**src/rtl/combo_lock_core_pkg.sv**
```systemverilog
// Shared definitions for the combination-lock controller: state encodings
// and small elaboration-time helpers.
package combo_lock_core_pkg;

    localparam int STATE_W = 3;

    // Controller states (explicit encodings; anything else recovers to ENTRY)
    localparam logic [STATE_W-1:0] ST_ENTRY   = 3'd0;
    localparam logic [STATE_W-1:0] ST_VERDICT = 3'd1;
    localparam logic [STATE_W-1:0] ST_OPEN    = 3'd2;
    localparam logic [STATE_W-1:0] ST_FAIL    = 3'd3;
    localparam logic [STATE_W-1:0] ST_LOCKOUT = 3'd4;

    // Default geometry of a combination
    localparam int DEF_DIGIT_W  = 4;
    localparam int DEF_CODE_LEN = 4;

    function automatic int max_int(input int a, input int b);
        return (a > b) ? a : b;
    endfunction

    // Counter width able to hold values 0..n-1 (at least one bit)
    function automatic int count_width(input int n);
        return (n > 1) ? $clog2(n) : 1;
    endfunction

endpackage

```
**src/rtl/combo_lock_core_cycle_timer.sv**
```systemverilog
// Loadable down-counter used to time the OPEN and LOCKOUT dwell periods.
// done is high whenever the count reads zero; the count holds at zero.
module cycle_timer
    import combo_lock_core_pkg::*;
#(
    parameter int W = 4
) (
    input  logic         Clock,
    input  logic         Resetn,
    input  logic         load,
    input  logic [W-1:0] load_value,
    output logic         done
);

    logic [W-1:0] count_reg;

    // Load takes priority; otherwise count down and stop at zero
    always_ff @(posedge Clock or negedge Resetn) begin
        if (!Resetn) begin
            count_reg <= '0;
        end else if (load) begin
            count_reg <= load_value;
        end else if (count_reg != '0) begin
            count_reg <= count_reg - 1'b1;
        end
    end

    assign done = (count_reg == '0);

endmodule

```
**src/rtl/combo_lock_core.sv**
```systemverilog
// Moore combination-lock controller. Digits are compared one by one against
// a packed code; a wrong digit only sets a sticky mismatch flag so the user
// learns nothing until the full sequence has been entered.
module combo_lock_core
    import combo_lock_core_pkg::*;
#(
    parameter int                          CODE_LEN       = DEF_CODE_LEN,
    parameter int                          DIGIT_W        = DEF_DIGIT_W,
    parameter logic [CODE_LEN*DIGIT_W-1:0] CODE           = 16'h1234,
    parameter int                          MAX_FAILS      = 3,
    parameter int                          UNLOCK_CYCLES  = 8,
    parameter int                          LOCKOUT_CYCLES = 16,
    localparam int                         CNT_W          = $clog2(CODE_LEN + 1),
    localparam int                         FAIL_W         = $clog2(MAX_FAILS + 1)
) (
    input  logic               Clock,
    input  logic               Resetn,
    input  logic               enter_pulse,
    input  logic               clear_pulse,
    input  logic [DIGIT_W-1:0] digit,
    output logic               unlocked,
    output logic               error,
    output logic               locked_out,
    output logic [CNT_W-1:0]   digit_count,
    output logic [FAIL_W-1:0]  fail_count
);

    localparam int TIMER_W = count_width(max_int(UNLOCK_CYCLES, LOCKOUT_CYCLES));
    localparam logic [TIMER_W-1:0] UNLOCK_LOAD  = TIMER_W'(UNLOCK_CYCLES - 1);
    localparam logic [TIMER_W-1:0] LOCKOUT_LOAD = TIMER_W'(LOCKOUT_CYCLES - 1);
    localparam logic [CNT_W-1:0]   LAST_DIGIT   = CNT_W'(CODE_LEN - 1);
    localparam logic [FAIL_W-1:0]  FAIL_LIMIT   = FAIL_W'(MAX_FAILS);

    logic [STATE_W-1:0] state_reg, state_next;
    logic [CNT_W-1:0]   digit_count_reg, digit_count_next;
    logic               mismatch_reg, mismatch_next;
    logic [FAIL_W-1:0]  fail_count_reg, fail_count_next;

    logic               timer_load;
    logic [TIMER_W-1:0] timer_value;
    logic               timer_done;

    logic [DIGIT_W-1:0] code_digits [CODE_LEN];
    logic [DIGIT_W-1:0] expected_digit;

    // Unpack the code; digit 0 lives in the most-significant slot
    generate
        for (genvar gi = 0; gi < CODE_LEN; gi++) begin : g_code
            assign code_digits[gi] = CODE[(CODE_LEN-1-gi)*DIGIT_W +: DIGIT_W];
        end
    endgenerate

    // Select the code digit expected at the current entry position
    always_comb begin
        expected_digit = '0;
        for (int i = 0; i < CODE_LEN; i++) begin
            if (digit_count_reg == CNT_W'(i)) begin
                expected_digit = code_digits[i];
            end
        end
    end

    cycle_timer #(
        .W(TIMER_W)
    ) u_timer (
        .Clock      (Clock),
        .Resetn     (Resetn),
        .load       (timer_load),
        .load_value (timer_value),
        .done       (timer_done)
    );

    // Next-state and datapath update; pulses are only honoured in ENTRY
    always_comb begin
        state_next       = state_reg;
        digit_count_next = digit_count_reg;
        mismatch_next    = mismatch_reg;
        fail_count_next  = fail_count_reg;
        timer_load       = 1'b0;
        timer_value      = '0;
        case (state_reg)
            ST_ENTRY: begin
                if (clear_pulse) begin
                    // clear beats a simultaneous enter; the digit is dropped
                    digit_count_next = '0;
                    mismatch_next    = 1'b0;
                end else if (enter_pulse) begin
                    mismatch_next    = mismatch_reg | (digit != expected_digit);
                    digit_count_next = digit_count_reg + 1'b1;
                    if (digit_count_reg == LAST_DIGIT) begin
                        state_next = ST_VERDICT;
                    end
                end
            end
            ST_VERDICT: begin
                digit_count_next = '0;
                mismatch_next    = 1'b0;
                if (!mismatch_reg) begin
                    state_next      = ST_OPEN;
                    fail_count_next = '0;
                    timer_load      = 1'b1;
                    timer_value     = UNLOCK_LOAD;
                end else begin
                    state_next = ST_FAIL;
                    if (fail_count_reg != FAIL_LIMIT) begin
                        fail_count_next = fail_count_reg + 1'b1;
                    end
                end
            end
            ST_OPEN: begin
                if (timer_done) begin
                    state_next = ST_ENTRY;
                end
            end
            ST_FAIL: begin
                if (fail_count_reg == FAIL_LIMIT) begin
                    state_next  = ST_LOCKOUT;
                    timer_load  = 1'b1;
                    timer_value = LOCKOUT_LOAD;
                end else begin
                    state_next = ST_ENTRY;
                end
            end
            ST_LOCKOUT: begin
                if (timer_done) begin
                    state_next      = ST_ENTRY;
                    fail_count_next = '0;
                end
            end
            default: begin
                state_next       = ST_ENTRY;
                digit_count_next = '0;
                mismatch_next    = 1'b0;
            end
        endcase
    end

    // State registers with asynchronous abort to the idle entry state
    always_ff @(posedge Clock or negedge Resetn) begin
        if (!Resetn) begin
            state_reg       <= ST_ENTRY;
            digit_count_reg <= '0;
            mismatch_reg    <= 1'b0;
            fail_count_reg  <= '0;
        end else begin
            state_reg       <= state_next;
            digit_count_reg <= digit_count_next;
            mismatch_reg    <= mismatch_next;
            fail_count_reg  <= fail_count_next;
        end
    end

    assign unlocked    = (state_reg == ST_OPEN);
    assign error       = (state_reg == ST_FAIL);
    assign locked_out  = (state_reg == ST_LOCKOUT);
    assign digit_count = digit_count_reg;
    assign fail_count  = fail_count_reg;

endmodule

```
**config.mk**
```make
export PLATFORM = sky130hd
export DESIGN_NAME = combo_lock_core
export DESIGN_NICKNAME = d
export VERILOG_FILES = /design/src/rtl/combo_lock_core_pkg.sv /design/src/rtl/combo_lock_core_cycle_timer.sv /design/src/rtl/combo_lock_core.sv
export SDC_FILE = /design/constraint.sdc
export NUM_CORES = 1
export LEC_CHECK = 0
export ABC_AREA = 1
export CORE_AREA = 2 2 44 46
export CTS_BUF_LIST = sky130_fd_sc_hd__clkbuf_4 sky130_fd_sc_hd__clkbuf_8
export CTS_CLUSTER_SIZE = 16
export DETAILED_ROUTE_END_ITERATION = 8
export DIE_AREA = 0 0 46 48
export PLACE_DENSITY = 0.78
export SYNTH_ARGS = -nofsm -noshare
export SYNTH_HDL_FRONTEND = slang
export SYNTH_SLANG_ARGS = --single-unit
export TNS_END_PERCENT = 30
```
**constraint.sdc**
```tcl
create_clock -name Clock -period 2.05 [get_ports Clock]
set_clock_uncertainty 0.15 [all_clocks]
set_input_delay 0.3075 -clock Clock [delete_from_list [all_inputs] [get_ports Clock]]
set_output_delay 0.3075 -clock Clock [all_outputs]
set_load 0.1 [all_outputs]
```
==> impl_metrics.tcl <==
set metrics [dict create \
    dr_total_vias 789 \
    final-max-slew-violation-count 0 \
    met1_length_um 848 \
    drc 0 \
    postPlaceCellArea_sq_um 1090 \
    arrival_ps 1800 \
    yosysSeqAreaShare_pct 37.3 \
    max_slew_margin_pct 61.0 \
    final_layout_size_suffix_gt1_share_pct 16.2 \
    post_cts_buffers 0 \
    wl_met3_um 46 \
    p_per_area_nw_per_um2 1720 \
    grt_pass1_vias 675 \
    timing.fmax_mhz 564 \
    first_pass_iters 4 \
    setup_viol 0 \
    cts_sinks 13 \
    grt_use_total_pct 18.2 \
    finalCritPeriodShare_pct 86.5 \
    fin_crit_ps 1770 \
    crit_fanout 5 \
    yosysWarnings 0 \
    cts_root_buf "clkbuf_4" \
    grt_max_degree 14 \
    hpwl_mm 1.40 \
    wl_per_cell_um 11.0 \
    worst_pin_slew_ps 583 \
    rsz0062_at_grt "no" \
    netlist_area_sq_um 872 \
    place_congestion 0.804 \
    cts_inserted_buffers 3 \
    initial_core_util_pct 51.6 \
    dieArea_sq_um 2210 \
    drt_iter0_markers 11 \
    synth_fp_nets 138 \
    largest_reg_flops 4 \
    final_cell_area_sq_um 1120 \
    hold_class "in2async" \
    final_core_util_pct 66.1 \
    via_per_inst 4.96 \
    clockBufferDepth 2 \
    antenna_found_initial 0 \
    routed-wl-met2_um 848 \
    cap_violations 0 \
    gr-total-overflow 0 \
    p_leak_nw 0.617 \
    routed_wl_mm 1.74 \
    io_pins 16 \
    end_kind "flop" \
    synthCells 123 \
    port_buffers 15 \
    antennaDiodeCount 0 \
    total_power_mw 1.91 \
    cp.required_ps 2080 \
    run_status "complete, no violations" \
    syn_to_final_growth_pct 28.0 \
    final_common_cell "nand2_1" \
    grt_pass1_wl_mm 2.83 \
    cts_resized 0 \
    antenna_left 0 \
    final_nets 158 \
    coreArea_sq_um 1690 \
    ys_ff_latch 13 \
    syn_avg_cell_area_sq_um 7.09 \
    final_cell_mix "nand2_1, inv_1, dfrtp_1, nor2_1, nand3_1" \
    cts_tree "built" \
    die_w_um 46 \
    holdBufCountCts 0 \
    num_rows 15 \
    vdd_ir_drop_max_mv 0.754 \
    final.fill_count 136 \
    startpoint_type "flop" \
    yosysUniqueCellTypes 19 \
    die-height_um 48 \
    insertion_delay_ps 280 \
    criticalPathCategory "reg2reg" \
    top_layer "met3" \
    hold_viol 0 \
    h-tree-depth 1 \
    path_clk_slew_ps 90 \
]
synthesized netlist by cell type, drive strengths merged:
cell type | count | area, sq um
nand4 | 1 | 6.26
ha | 7 | 87.6
dfrtp | 13 | 325
o211ai | 1 | 7.51
inv | 25 | 93.8
o21ai | 7 | 38.8
nand3 | 12 | 75.1
nand2 | 38 | 143
nor3 | 1 | 10.0
or2 | 1 | 6.26
a21oi | 2 | 10.0
xor2 | 1 | 8.76
xnor2 | 1 | 8.76
nor2 | 13 | 51.3
layer usage:
metal  GRT usage (%)  up-vias
met5               0        -
met4            5.14        0
met3            3.40        0
met2            30.6       11
met1            23.9      363
li1                -      415
final timing paths:
| kind | start | endpoint | slack (ps) | cells past startpoint |
|---|---|---|---|---|
| max in group asynchronous | Resetn | digit_count[1] | 1130 | 1 |
| min in group Clock | u_timer.count_reg[0] | u_timer.count_reg[0] | 370 | 2 |
| hold reg to reg | u_timer.count_reg[0] | u_timer.count_reg[0] | 370 | 2 |
| setup / recovery | digit_count[0] | mismatch_reg | 280 | 10 |
| hold / removal | Resetn | u_timer.count_reg[3] | 240 | 1 |
| setup reg to reg | digit_count[0] | mismatch_reg | 280 | 10 |
cell type report:
| type | instances | area [sq um] | area share, % |
|---|---|---|---|
| repair buffers | 15 | 193 | 17.3 |
| clock buffers | 3 | 22.5 | 2.02 |
| multi-input cells | 85 | 455 | 40.8 |
| flip-flops and latches | 13 | 325 | 29.1 |
| clock inverters | 1 | 5.00 | 0.448 |
| inverters | 25 | 93.8 | 8.41 |
| well taps | 17 | 21.3 | 1.91 |
critical path, stage by stage, from the launching register on:
cell and delay, ps:
dfrtp_1 460, ha_1 230, ha_1 220, nor2_1 220
nand2_1 100, nand2_1 60, nand2_1 50, inv_1 50
nand2_1 40, nand2_1 50, nand2_1 50
cell families after synthesis:
kind of cell | share of synthesized area [%]
AND/OR/NAND/NOR | 33.4
buffers and inverters | 10.8
flip-flops | 37.3
AO/OA/AOI/OAI | 6.46
adder cells (fa/ha/maj) | 10.0
XOR/XNOR | 2.01
through the flow:
stage	hold slack, ps	setup WS [ps]	std cells	TNS (ps)
detailed placement	354	300	155	0
global placement	331	381	155	0
finish	239	278	159	0
floorplan	-138	-106	123	-110
CTS	254	282	159	0
global route	284	166	159	0
power breakdown:
group	internal (mW)	switching [mW]	total (mW)
logic	0.415	0.843	1.26
clock network	0.0724	0.0950	0.167
registers	0.368	0.121	0.489
total	0.855	1.06	1.91
Power figures use the tool's default switching activity.
